## src/rtl/boid_fb_pkg.sv

```systemverilog
// Constants and types shared by the boid framebuffer writer and the VGA path.
package boid_fb_pkg;

    localparam int unsigned FB_WIDTH   = 320;
    localparam int unsigned FB_HEIGHT  = 480;
    localparam int unsigned ADDR_WIDTH = 20;
    localparam int unsigned COORD_W    = 9;

    typedef enum logic [2:0] {
        ST_INIT_CLEAR,
        ST_IDLE,
        ST_ERASE,
        ST_FETCH,
        ST_WAIT,
        ST_DRAW,
        ST_DONE
    } fw_state_e;

    typedef struct packed {
        logic [COORD_W-1:0] x;
        logic [COORD_W-1:0] y;
    } boid_pos_t;

endpackage

```

## src/rtl/boid_square_scanner.sv

```systemverilog
// Walks the pixels of one boid square (dx fastest, then dy) and gives the
// framebuffer address, clip flag and last-pixel flag for the current pixel.
module boid_square_scanner
    import boid_fb_pkg::*;
#(
    parameter int unsigned BOID_SIZE  = 2,
    parameter int unsigned FB_WIDTH   = boid_fb_pkg::FB_WIDTH,
    parameter int unsigned FB_HEIGHT  = boid_fb_pkg::FB_HEIGHT,
    parameter int unsigned ADDR_WIDTH = boid_fb_pkg::ADDR_WIDTH
) (
    input  logic                  clk,
    input  logic                  reset,
    input  logic                  step,
    input  logic [COORD_W-1:0]    base_x,
    input  logic [COORD_W-1:0]    base_y,
    output logic [ADDR_WIDTH-1:0] addr_c,
    output logic                  in_bounds_c,
    output logic                  last_c
);

    localparam int unsigned SW = (BOID_SIZE > 1) ? $clog2(BOID_SIZE) : 1;
    localparam int unsigned CW = COORD_W + 1;
    localparam logic [SW-1:0]         S_LAST     = SW'(BOID_SIZE - 1);
    localparam logic [CW-1:0]         COL_LIM    = CW'(FB_WIDTH);
    localparam logic [CW-1:0]         ROW_LIM    = CW'(FB_HEIGHT);
    localparam logic [ADDR_WIDTH-1:0] ROW_STRIDE = ADDR_WIDTH'(FB_WIDTH);

    logic [SW-1:0] dx_q, dx_d, dy_q, dy_d;
    logic [CW-1:0] col_c, row_c;

    // Counters wrap back to 0 after the last pixel, ready for the next square.
    always_comb begin
        dx_d   = dx_q;
        dy_d   = dy_q;
        last_c = (dx_q == S_LAST) && (dy_q == S_LAST);
        if (step) begin
            if (dx_q == S_LAST) begin
                dx_d = '0;
                dy_d = (dy_q == S_LAST) ? '0 : dy_q + SW'(1);
            end else begin
                dx_d = dx_q + SW'(1);
            end
        end
        col_c       = {1'b0, base_x} + CW'(dx_q);
        row_c       = {1'b0, base_y} + CW'(dy_q);
        in_bounds_c = (col_c < COL_LIM) && (row_c < ROW_LIM);
        addr_c      = ADDR_WIDTH'(col_c) + ROW_STRIDE * ADDR_WIDTH'(row_c);
    end

    always_ff @(posedge clk) begin
        if (reset) begin
            dx_q <= '0;
            dy_q <= '0;
        end else begin
            dx_q <= dx_d;
            dy_q <= dy_d;
        end
    end

endmodule

```

## src/rtl/boid_frame_writer.sv

```systemverilog
// Once per frame: erase every boid's previous square, then fetch and draw
// every boid's current square into the 1-bit framebuffer.
module boid_frame_writer
    import boid_fb_pkg::*;
#(
    parameter int unsigned NUM_BOIDS  = 16,
    parameter int unsigned BOID_SIZE  = 2,
    parameter int unsigned FB_WIDTH   = boid_fb_pkg::FB_WIDTH,
    parameter int unsigned FB_HEIGHT  = boid_fb_pkg::FB_HEIGHT,
    parameter int unsigned ADDR_WIDTH = boid_fb_pkg::ADDR_WIDTH
) (
    input  logic                  clk,
    input  logic                  reset,
    input  logic                  screenEnd,
    output logic [((NUM_BOIDS > 1) ? $clog2(NUM_BOIDS) : 1)-1:0] pos_read_index,
    input  logic [COORD_W-1:0]    pos_read_x,
    input  logic [COORD_W-1:0]    pos_read_y,
    output logic                  fb_write_en,
    output logic [ADDR_WIDTH-1:0] fb_write_address,
    output logic                  fb_write_data,
    output logic                  busy,
    output logic [15:0]           frame_count,
    output logic                  overrun
);

    localparam int unsigned IDX_W = (NUM_BOIDS > 1) ? $clog2(NUM_BOIDS) : 1;
    localparam logic [IDX_W-1:0]      IDX_LAST = IDX_W'(NUM_BOIDS - 1);
    localparam logic [ADDR_WIDTH-1:0] CLR_LAST = ADDR_WIDTH'(FB_WIDTH * FB_HEIGHT - 1);

    fw_state_e             state_q, state_d;
    logic [IDX_W-1:0]      idx_q, idx_d, pos_idx_q, pos_idx_d;
    logic [ADDR_WIDTH-1:0] clr_q, clr_d, fb_addr_q, fb_addr_d;
    logic                  fb_en_q, fb_en_d, fb_data_q, fb_data_d;
    logic                  prev_valid_q, prev_valid_d, busy_q, busy_d;
    logic                  overrun_q, overrun_d, screen_end_d_q, start_c;
    logic [15:0]           frame_count_q, frame_count_d;
    boid_pos_t             prev_q [NUM_BOIDS];
    boid_pos_t             prev_d [NUM_BOIDS];

    logic                  step_c, scan_in_bounds_c, scan_last_c;
    logic [ADDR_WIDTH-1:0] scan_addr_c;

    boid_square_scanner #(
        .BOID_SIZE  (BOID_SIZE),
        .FB_WIDTH   (FB_WIDTH),
        .FB_HEIGHT  (FB_HEIGHT),
        .ADDR_WIDTH (ADDR_WIDTH)
    ) u_scanner (
        .clk         (clk),
        .reset       (reset),
        .step        (step_c),
        .base_x      (prev_q[idx_q].x),
        .base_y      (prev_q[idx_q].y),
        .addr_c      (scan_addr_c),
        .in_bounds_c (scan_in_bounds_c),
        .last_c      (scan_last_c)
    );

    assign start_c = screenEnd & ~screen_end_d_q;

    always_comb begin
        state_d       = state_q;
        idx_d         = idx_q;
        pos_idx_d     = pos_idx_q;
        clr_d         = clr_q;
        fb_addr_d     = fb_addr_q;
        fb_en_d       = 1'b0;
        fb_data_d     = 1'b0;
        prev_valid_d  = prev_valid_q;
        frame_count_d = frame_count_q;
        prev_d        = prev_q;
        step_c        = 1'b0;
        overrun_d     = start_c && (state_q != ST_IDLE);

        case (state_q)
            ST_INIT_CLEAR: begin
                fb_en_d   = 1'b1;
                fb_addr_d = clr_q;
                clr_d     = clr_q + ADDR_WIDTH'(1);
                if (clr_q == CLR_LAST) begin
                    clr_d   = '0;
                    state_d = ST_IDLE;
                end
            end
            ST_IDLE: begin
                if (start_c) begin
                    idx_d   = '0;
                    state_d = prev_valid_q ? ST_ERASE : ST_FETCH;
                end
            end
            ST_ERASE: begin
                step_c    = 1'b1;
                fb_en_d   = scan_in_bounds_c;
                fb_addr_d = scan_addr_c;
                if (scan_last_c) begin
                    if (idx_q == IDX_LAST) begin
                        idx_d   = '0;
                        state_d = ST_FETCH;
                    end else begin
                        idx_d = idx_q + IDX_W'(1);
                    end
                end
            end
            ST_FETCH: state_d = ST_WAIT;
            ST_WAIT: begin
                prev_d[idx_q].x = pos_read_x;
                prev_d[idx_q].y = pos_read_y;
                state_d         = ST_DRAW;
            end
            ST_DRAW: begin
                step_c    = 1'b1;
                fb_en_d   = scan_in_bounds_c;
                fb_addr_d = scan_addr_c;
                fb_data_d = 1'b1;
                if (scan_last_c) begin
                    if (idx_q == IDX_LAST) begin
                        state_d = ST_DONE;
                    end else begin
                        idx_d   = idx_q + IDX_W'(1);
                        state_d = ST_FETCH;
                    end
                end
            end
            ST_DONE: begin
                frame_count_d = frame_count_q + 16'd1;
                prev_valid_d  = 1'b1;
                state_d       = ST_IDLE;
            end
            default: state_d = ST_INIT_CLEAR;
        endcase

        // Position store sees the index during the FETCH cycle itself.
        if (state_d == ST_FETCH) begin
            pos_idx_d = idx_d;
        end
        busy_d = (state_d != ST_IDLE);
    end

    always_ff @(posedge clk) begin
        if (reset) begin
            state_q        <= ST_INIT_CLEAR;
            idx_q          <= '0;
            pos_idx_q      <= '0;
            clr_q          <= '0;
            fb_addr_q      <= '0;
            fb_en_q        <= 1'b0;
            fb_data_q      <= 1'b0;
            prev_valid_q   <= 1'b0;
            busy_q         <= 1'b1;
            overrun_q      <= 1'b0;
            frame_count_q  <= '0;
            screen_end_d_q <= 1'b0;
        end else begin
            state_q        <= state_d;
            idx_q          <= idx_d;
            pos_idx_q      <= pos_idx_d;
            clr_q          <= clr_d;
            fb_addr_q      <= fb_addr_d;
            fb_en_q        <= fb_en_d;
            fb_data_q      <= fb_data_d;
            prev_valid_q   <= prev_valid_d;
            busy_q         <= busy_d;
            overrun_q      <= overrun_d;
            frame_count_q  <= frame_count_d;
            screen_end_d_q <= screenEnd;
        end
    end

    // Positions are only trusted once prev_valid is set, so no reset needed.
    always_ff @(posedge clk) begin
        prev_q <= prev_d;
    end

    // A write already registered is suppressed in the cycle reset is applied.
    assign fb_write_en      = fb_en_q & ~reset;
    assign fb_write_address = fb_addr_q;
    assign fb_write_data    = fb_data_q;
    assign pos_read_index   = pos_idx_q;
    assign busy             = busy_q;
    assign frame_count      = frame_count_q;
    assign overrun          = overrun_q;

endmodule

```

## config.mk

```make
export PLATFORM = sky130hd
export DESIGN_NAME = boid_frame_writer
export DESIGN_NICKNAME = d
export VERILOG_FILES = /design/src/rtl/boid_fb_pkg.sv /design/src/rtl/boid_square_scanner.sv /design/src/rtl/boid_frame_writer.sv
export SDC_FILE = /design/constraint.sdc
export NUM_CORES = 1
export LEC_CHECK = 0
export CORE_ASPECT_RATIO = 0.8
export CORE_MARGIN = 1
export CORE_UTILIZATION = 50
export DETAILED_ROUTE_END_ITERATION = 8
export PLACE_DENSITY = 0.68
export SLEW_MARGIN = 15
export SYNTH_ARGS = -nofsm -noshare
export SYNTH_HDL_FRONTEND = slang
export SYNTH_SLANG_ARGS = --single-unit
```

## constraint.sdc

```tcl
create_clock -name clk -period 17.7 [get_ports clk]
set_input_delay 5.31 -clock clk [delete_from_list [all_inputs] [get_ports clk]]
set_output_delay 5.31 -clock clk [all_outputs]
set_load 0.02 [all_outputs]
```

==> results of run 1 <==
stage by stage:
stage / util [%] / cells / hold slack (ns) / setup WS, ns / area, µm²
4_1_cts: 57.6 / 1679 / 0.467 / 5.79 / 18700
3_3_place_gp: 54.0 / 1612 / 0.448 / 5.79 / 17600
2_1_floorplan: - / 1185 / 0.440 / 6.42 / 16500
3_5_place_dp: 54.0 / 1612 / 0.457 / 5.79 / 17600
5_1_grt: 57.6 / 1679 / 0.488 / 5.74 / 18700
6_report: 57.6 / 1679 / 0.461 / 5.81 / 18700
synthesized netlist by cell type (14+ instances only):
library cell,count,area [µm²]
and3_1,156,976
clkbuf_1,69,259
a21oi_1,26,130
mux4_1,15,394
xor2_1,35,307
mux4_2,69,1550
xnor2_1,23,201
ha_1,28,350
o21ai_0,19,95.1
nor2_1,111,417
nand3_1,14,70.1
nand2_1,82,308
dfxtp_1,75,1500
edfxtp_1,288,8650
worst min-delay path, stage by stage, from the launching register on:
cell,delay [ns]
dfxtp_1,0.31
nand2_1,0.05
a21oi_1,0.05
power groups by stage:
stage	Clock [µW]	Sequential, µW	Combinational [µW]
4_1_cts	753	915	21.7
3_5_place_dp	0	934	21.7
2_1_floorplan	0	935	8.23
3_3_place_gp	0	934	21.0
6_report	743	915	21.6
5_1_grt	786	915	23.7
sequential cells by signal, summed over array words and instances (netlist names):
register and count:
prev_q 288, clr_q 20, fb_write_address 20, frame_count 16
idx_q 4, pos_read_index 4, state_q 3, busy 1
fb_en_q 1, fb_write_data 1, overrun 1, prev_valid_q 1
screen_end_d_q 1, u_scanner.dx_q 1, u_scanner.dy_q 1
final timing paths:
check	cells after the start	slack [ns]	endpoint	startpoint
setup / recovery	4	5.81	fb_write_en	reset
setup reg to reg	19	11.65	fb_write_address[16]	idx_q[0]
hold reg to reg	2	0.46	fb_write_address[0]	fb_write_address[0]
hold / removal	2	0.46	fb_write_address[0]	fb_write_address[0]
metal layers:
layer  wire, µm  up-vias
met5         15        -
li1           -     4606
met2      18200      328
met4        717        2
met1      17100     5128
met3       2400       59
final cells by class:
cell class,count,area share [%]
clock buffers,52,5.70
inverters,10,0.201
well taps,427,2.86
multi-input cells,722,32.0
clock inverters,15,0.435
repair buffers,90,4.44
flip-flops and latches,363,54.3
cells by family (layout without fill, tap and decap cells):
family / count (synthesis) / count (layout)
flops: 363 / 363
simple gates: 429 / 429
other cells: 1 / 1
mux: 92 / 92
fa+ha+maj: 30 / 30
compound gates: 112 / 112
buf+inv: 100 / 167
xor+xnor: 58 / 58
==> results.json, run 1 <==
{
  "synth-main-ff-cell": "edfxtp_1",
  "ys_ff_latch": 363,
  "vdd_ir_drop_max_uv": 78.6,
  "clockBufferDepth": 3,
  "grtUsageMet3_pct": 3.71,
  "via_per_inst": 6.03,
  "async_reset_ff_share_pct": 0,
  "skew_ns": 0.0169,
  "cap_violations": 0,
  "synth_edf_count": 288,
  "hold_viol": 0,
  "die_area_mm2": 0.0338,
  "p_int_uw": 1340,
  "drc_errors": 0,
  "clk_pin_slew_ns": 0.06,
  "p_switching_uw": 336,
  "ios": 65,
  "p_leak_uw": 0.00669,
  "worstPathArrival_ns": 6.58,
  "seq_area_mm2": 0.0102,
  "syn_nets": 1236,
  "grt_pass1_wl_um": 59100,
  "yosys.area_share.adder_pct": 2.36,
  "num-fill-cells": 2559,
  "setup_viol_count_final": 0,
  "portBuffers": 64,
  "grt_pass1_vias": 9899,
  "path_max_fanout": 61,
  "max_freq_ghz": 0.0841,
  "multi_input_area_mm2": 0.00599,
  "swShare_pct": 20.0,
  "top_usage_layer": "met2",
  "pwr-share-clk_pct": 44.2,
  "cts_tree": "yes",
  "yosysUniqueCellTypes": 61,
  "coreArea_mm2": 0.0325,
  "antenna_found_initial": 1,
  "drt-initial-drc-count": 1009,
  "antenna_cells": 0,
  "cts_buffers": 37,
  "clockRootBuffer": "clkbuf_16",
  "drv_slew": 0,
  "initial_utilization_pct": 50.9,
  "synth_compound_area_share_pct": 4.66,
  "worst_pin_slew_ns": 1.05,
  "yosysWarnings": 0,
  "wirelength_um": 38500,
  "status": "finished, final reports clean",
  "p_comb_share_pct": 1.3,
  "cts_hold_buf": 0,
  "slew_headroom_pct": 29.9,
  "gp_congestion": 0.878,
  "cp_cell_sequence": "buf_2, buf_4, nor2b_1, clkdlybuf4s50_1",
  "holdCritPathClass": "flop to flop",
  "crit_type": "input pin to primary output",
  "min_period_ns": 11.89,
  "p_seq_share_pct": 54.5,
  "syn_avg_cell_area_um2": 13.9,
  "die_h_um": 165,
  "die_w_um": 205,
  "fin_nets": 1275,
  "grt_max_degree": 62,
  "rsz0062_at_grt": "false",
  "powerDensity_mw_per_mm2": 89.8,
  "grt_usage_pct": 23.5,
  "gr-total-overflow": 0,
  "wl_per_cell_um": 22.9,
  "met2_usage_pct": 37.1,
  "cp.required_ns": 12.39,
  "synth_xor_area_share_pct": 3.08,
  "synth-simple-area-share_pct": 13.4,
  "fin_crit_sh_pct": 67.2,
  "syn2layout_area_growth_pct": 13.2,
  "clock-sinks": 363,
  "synth_mux_area_share_pct": 12.3,
  "clk_latency_ns": 0.53,
  "max_stage_delay_ns": 0.56,
  "dr.pass1.iters": 5,
  "layout_common_cells": "edfxtp_1 (288), and3_1 (156), nor2_1 (94)",
  "ctsResizeCount": 0,
  "drive_gt1_share_pct": 14.1,
  "cp_top_family": "buffers and inverters",
  "setup_tns_ns": 0,
  "synth_top_family_by_area": "simple AND/OR/NAND/NOR gates",
  "cts_setup_buffers": 0,
  "final_antenna_net_count": 0,
  "cts_max_level": 2,
  "power_uw": 1680,
  "end_kind": "primary output",
  "syn_area_mm2": 0.0165,
  "layout.cells.most_common": "edfxtp_1",
  "vias": 10100,
  "synth_seq_area_share_pct": 61.4,
  "start_kind": "input pin",
  "rows": 59,
  "use_met1_pct": 34.3,
  "path_buf_inv": 3,
  "dp_hpwl_um": 22900,
  "crit_slowest_cell": "clkdlybuf4s50_1",
  "syn_inst": 1185
}
Note: power is estimated with default switching activity, not from simulation.
==> run 2: changes to the inputs <==
--- a/config.mk
+++ b/config.mk
@@ -9,7 +9,7 @@
 export CORE_MARGIN = 1
 export CORE_UTILIZATION = 50
 export DETAILED_ROUTE_END_ITERATION = 8
-export PLACE_DENSITY = 0.68
+export PLACE_DENSITY = 0.7
 export SLEW_MARGIN = 15
 export SYNTH_ARGS = -nofsm -noshare
 export SYNTH_HDL_FRONTEND = slang
==> constraint.sdc (replaced) <==
create_clock -name clk -period 10.9 [get_ports clk]
set_input_delay 3.27 -clock clk [delete_from_list [all_inputs] [get_ports clk]]
set_output_delay 3.27 -clock clk [all_outputs]
set_load 0.02 [all_outputs]
==> results.json, run 2 (synthesized netlist as in run 1, its figures left out) <==
{
  "status": "finished, final reports clean",
  "cts_max_level": 2,
  "clk_pin_slew_ns": 0.06,
  "setup_tns_ns": 0,
  "clockRootBuffer": "clkbuf_16",
  "cp.required_ns": 7.63,
  "die_w_um": 205,
  "seq_area_mm2": 0.0102,
  "wirelength_um": 38900,
  "fin_crit_sh_pct": 71.9,
  "coreArea_mm2": 0.0325,
  "worst_pin_slew_ns": 1.07,
  "path_max_fanout": 61,
  "reg2reg_setup_slack_ns": 4.94,
  "min-delay-start": "fb_write_address[0]",
  "wl_per_cell_um": 23.3,
  "p_comb_share_pct": 1.3,
  "grt_pass1_vias": 9673,
  "multi_input_area_mm2": 0.00600,
  "cts_tree": "yes",
  "clockBufferDepth": 3,
  "p_switching_uw": 536,
  "drt-initial-drc-count": 1023,
  "end_kind": "primary output",
  "setup_viol_count_final": 0,
  "pwr-share-clk_pct": 44.5,
  "rr_worst_depth": 19,
  "start_kind": "input pin",
  "ctsResizeCount": 0,
  "drive_gt1_share_pct": 14.0,
  "hold_end": "fb_write_address[0]",
  "grt_pass1_wl_um": 58700,
  "gp_congestion": 0.877,
  "drv_slew": 0,
  "cts_buffers": 36,
  "ios": 65,
  "antenna_cells": 0,
  "worstPathArrival_ns": 4.56,
  "rsz0062_at_grt": "false",
  "grt_max_degree": 62,
  "cap_violations": 0,
  "powerDensity_mw_per_mm2": 147,
  "final_antenna_net_count": 0,
  "final_util_pct": 57.6,
  "fin_nets": 1271,
  "layout.cells.most_common": "edfxtp_1",
  "layout_common_cells": "edfxtp_1 (288), and3_1 (156), nor2_1 (94)",
  "hold_viol": 0,
  "slew_headroom_pct": 28.2,
  "crit_type": "input pin to primary output",
  "regToRegStartpoint": "idx_q[0]",
  "cts_hold_buf": 0,
  "initial_utilization_pct": 50.9,
  "vias": 10100,
  "clock-sinks": 363,
  "cp_top_family": "buffers and inverters",
  "die_h_um": 165,
  "cts_setup_buffers": 0,
  "p_int_uw": 2210,
  "cp_cell_sequence": "buf_2, buf_4, nor2b_1, clkdlybuf4s50_1",
  "largest_register_ffs": 288,
  "dp_hpwl_um": 22600,
  "drc_errors": 0,
  "path_buf_inv": 3,
  "min_period_ns": 7.83,
  "whs_path_depth": 2,
  "dr.pass1.iters": 5,
  "crit_slowest_cell": "clkdlybuf4s50_1",
  "syn2layout_area_growth_pct": 13.2,
  "gr-total-overflow": 0,
  "rows": 59,
  "grt_usage_pct": 23.5,
  "p_seq_share_pct": 54.2,
  "max_freq_ghz": 0.128,
  "vdd_ir_drop_max_uv": 112,
  "swShare_pct": 19.5,
  "timing.rr.end": "fb_write_address[16]",
  "top_register": "prev_q",
  "p_leak_uw": 0.00660,
  "antenna_found_initial": 0,
  "clk_latency_ns": 0.54,
  "portBuffers": 64,
  "via_per_inst": 6.07,
  "holdCritPathClass": "flop to flop",
  "num-fill-cells": 2531,
  "skew_ns": 0.0237,
  "max_stage_delay_ns": 0.57,
  "die_area_mm2": 0.0338
}
==> run 2: final cells by class <==
cell class	count	area share (%)
Clock inverter	13	0.656
Sequential cell	363	54.3
Multi-Input combinational cell	722	32.1
Tap cell	427	2.86
Clock buffer	48	5.51
Timing Repair Buffer	87	4.32
Inverter	10	0.201
==> run 2: power by group through the flow <==
| stage | Combinational (µW) | Sequential, µW | Clock [µW] |
|---|---|---|---|
| global placement | 34.3 | 1520 | 0 |
| global route | 39.3 | 1490 | 1290 |
| detailed placement | 35.4 | 1520 | 0 |
| floorplan | 13.4 | 1520 | 0 |
| CTS | 35.6 | 1490 | 1240 |
| finish | 35.7 | 1490 | 1220 |
==> run 2: worst max path at each step <==
stage	startpoint	endpoint	slack, ns	cells after the start
6_report	reset	fb_write_en	3.07	4
5_1_grt	reset	fb_write_en	2.98	4
4_1_cts	reset	fb_write_en	3.06	4
3_5_place_dp	reset	fb_write_en	3.06	4
3_3_place_gp	reset	fb_write_en	3.08	4
2_1_floorplan	reset	fb_write_en	3.70	3
==> run 2: through the flow <==
| step | total power (µW) | cell area, µm² | hold WS (ns) | cells | setup slack [ns] |
|---|---|---|---|---|---|
| CTS | 2760 | 18700 | 0.465 | 1670 | 3.06 |
| global placement | 1550 | 17500 | 0.446 | 1609 | 3.08 |
| global route | 2820 | 18700 | 0.478 | 1670 | 2.98 |
| finish | 2740 | 18700 | 0.457 | 1670 | 3.07 |
| detailed placement | 1550 | 17500 | 0.458 | 1609 | 3.06 |
| floorplan | 1530 | 16500 | 0.440 | 1185 | 3.70 |
==> run 2: tightest hold or removal path, delay by kind of cell (launching register included) <==
kind	cells	cell delay (ns)
flip-flops	1	0.31
AO/OA/AOI/OAI	1	0.05
AND/OR/NAND/NOR	1	0.05
==> run 2: routing by layer <==
layer / up-vias / share of wire (%) / global-route usage (%)
met2: 375 / 47 / 35.7
met5: - / 0 / 0
met3: 57 / 7.1 / 5.01
li1: 4600 / - / -
met1: 5111 / 45 / 34.5
met4: 0 / 1.7 / 5.52
==> run 3: changes to the inputs <==
--- a/config.mk
+++ b/config.mk
@@ -9,7 +9,7 @@
 export CORE_MARGIN = 1
 export CORE_UTILIZATION = 50
 export DETAILED_ROUTE_END_ITERATION = 8
-export PLACE_DENSITY = 0.7
+export PLACE_DENSITY = 0.68
 export SLEW_MARGIN = 15
 export SYNTH_ARGS = -nofsm -noshare
 export SYNTH_HDL_FRONTEND = slang
==> constraint.sdc (replaced) <==
create_clock -name clk -period 8.1 [get_ports clk]
set_input_delay 2.43 -clock clk [delete_from_list [all_inputs] [get_ports clk]]
set_output_delay 2.43 -clock clk [all_outputs]
set_load 0.02 [all_outputs]
==> results.json, run 3 (synthesized netlist as in run 1, its figures left out) <==
{
  "num-fill-cells": 2594,
  "top_register": "prev_q",
  "cts_buffers": 37,
  "clk_pin_slew_ns": 0.06,
  "drive_gt1_share_pct": 13.9,
  "rsz0062_at_grt": "false",
  "worstPathArrival_ns": 3.35,
  "ios": 65,
  "regToRegStartpoint": "idx_q[0]",
  "grt_pass1_wl_um": 57800,
  "end_kind": "primary output",
  "setup_tns_ns": 0,
  "layout.cells.most_common": "edfxtp_1",
  "reg2reg_setup_slack_ns": 2.37,
  "clk_latency_ns": 0.55,
  "layout_common_cells": "edfxtp_1 (288), and3_1 (156), nor2_1 (94)",
  "setup_viol_count_final": 0,
  "syn2layout_area_growth_pct": 13.2,
  "rows": 59,
  "status": "finished, final reports clean",
  "grt_usage_pct": 23.3,
  "vdd_ir_drop_max_uv": 129,
  "cts_max_level": 2,
  "hold_slack_ns": 0.458,
  "final_antenna_net_count": 0,
  "wirelength_um": 38700,
  "die_w_um": 205,
  "worst_pin_slew_ns": 0.917,
  "cts_tree": "yes",
  "rr_worst_depth": 17,
  "hold_end": "fb_write_address[1]",
  "gp_congestion": 0.826,
  "clock-sinks": 363,
  "gr-total-overflow": 0,
  "drv_slew": 0,
  "dp_hpwl_um": 23200,
  "cts_setup_buffers": 0,
  "clockBufferDepth": 3,
  "largest_register_ffs": 288,
  "slew_headroom_pct": 38.7,
  "holdCritPathClass": "flop to flop",
  "portBuffers": 64,
  "dr.pass1.iters": 7,
  "path_max_fanout": 2,
  "initial_utilization_pct": 50.9,
  "via_per_inst": 6.01,
  "drc_errors": 0,
  "skew_ns": 0.0244,
  "die_area_mm2": 0.0338,
  "vias": 10100,
  "p_leak_uw": 0.00660,
  "cap_violations": 0,
  "cts_hold_buf": 0,
  "whs_path_depth": 2,
  "crit_type": "input pin to primary output",
  "ctsResizeCount": 0,
  "start_kind": "input pin",
  "wl_per_cell_um": 23.1,
  "powerDensity_mw_per_mm2": 198,
  "hold_viol": 0,
  "max_freq_ghz": 0.173,
  "coreArea_mm2": 0.0325,
  "grt_pass1_vias": 9496,
  "cp.required_ns": 5.67,
  "timing.rr.end": "fb_write_address[17]",
  "die_h_um": 165,
  "min_period_ns": 5.78,
  "grt_max_degree": 61,
  "antenna_found_initial": 0,
  "min-delay-start": "fb_write_address[1]",
  "fin_crit_sh_pct": 71.4,
  "antenna_cells": 0,
  "drt-initial-drc-count": 896,
  "fin_nets": 1271,
  "clockRootBuffer": "clkbuf_16"
}
==> run 3: cell types whose count changed in the layout (fill, tap and decap cells not counted), sizes merged <==
cell / change
clkinv: +6
clkbuf: -3
inv: +2
buf: -1
clkinvlp: +1
==> run 3: worst max-delay path by stage <==
stage	startpoint	endpoint	slack (ns)	depth (start not counted)
CTS	reset	fb_write_en	2.31	3
floorplan	idx_q[0]	fb_write_address[17]	2.20	23
detailed placement	reset	fb_write_en	2.31	3
global placement	reset	fb_write_en	2.31	3
global route	idx_q[0]	fb_write_address[16]	1.90	17
finish	reset	fb_write_en	2.32	3
==> run 3: through the flow <==
stage | power (µW) | cell area (µm²) | utilization [%] | worst slack (ns) | instances
floorplan | 2060 | 16500 | - | 2.20 | 1185
finish | 3700 | 18700 | 57.6 | 2.32 | 1675
global route | 3800 | 18700 | 57.6 | 1.90 | 1675
detailed placement | 2090 | 17500 | 54.0 | 2.31 | 1608
CTS | 3720 | 18700 | 57.6 | 2.31 | 1675
global placement | 2090 | 17500 | 54.0 | 2.31 | 1608
==> run 3: worst max-delay path: stages <==
cell             delay (ns)
buf_2                  0.13
nor2b_1                0.16
clkdlybuf4s50_1        0.63
==> run 3: final cells by class <==
class,count,area [µm²],area share [%]
clock inverter,22,161,0.863
inverter,10,37.5,0.201
clock buffer,45,998,5.34
sequential,363,10200,54.3
multi-input combinational,722,6020,32.2
timing repair buffer,86,801,4.28
tap,427,534,2.86
==> run 3: where the power goes <==
group / leakage [µW] / internal [µW] / switching [µW] / total [µW]
registers: 0.00328 / 2000 / 2.26 / 2000
logic: 0.00275 / 16.5 / 31.5 / 48.0
clock network: 0.000568 / 944 / 707 / 1650
==> run 3: per-layer routing <==
| layer | up-vias | wire length, µm | global-route usage [%] |
|---|---|---|---|
| li1 | 4612 | - | - |
| met1 | 5042 | 17500 | 34.3 |
| met2 | 361 | 18000 | 36.1 |
| met3 | 56 | 2430 | 3.59 |
| met4 | 2 | 719 | 6.60 |
| met5 | - | 34 | 0.744 |
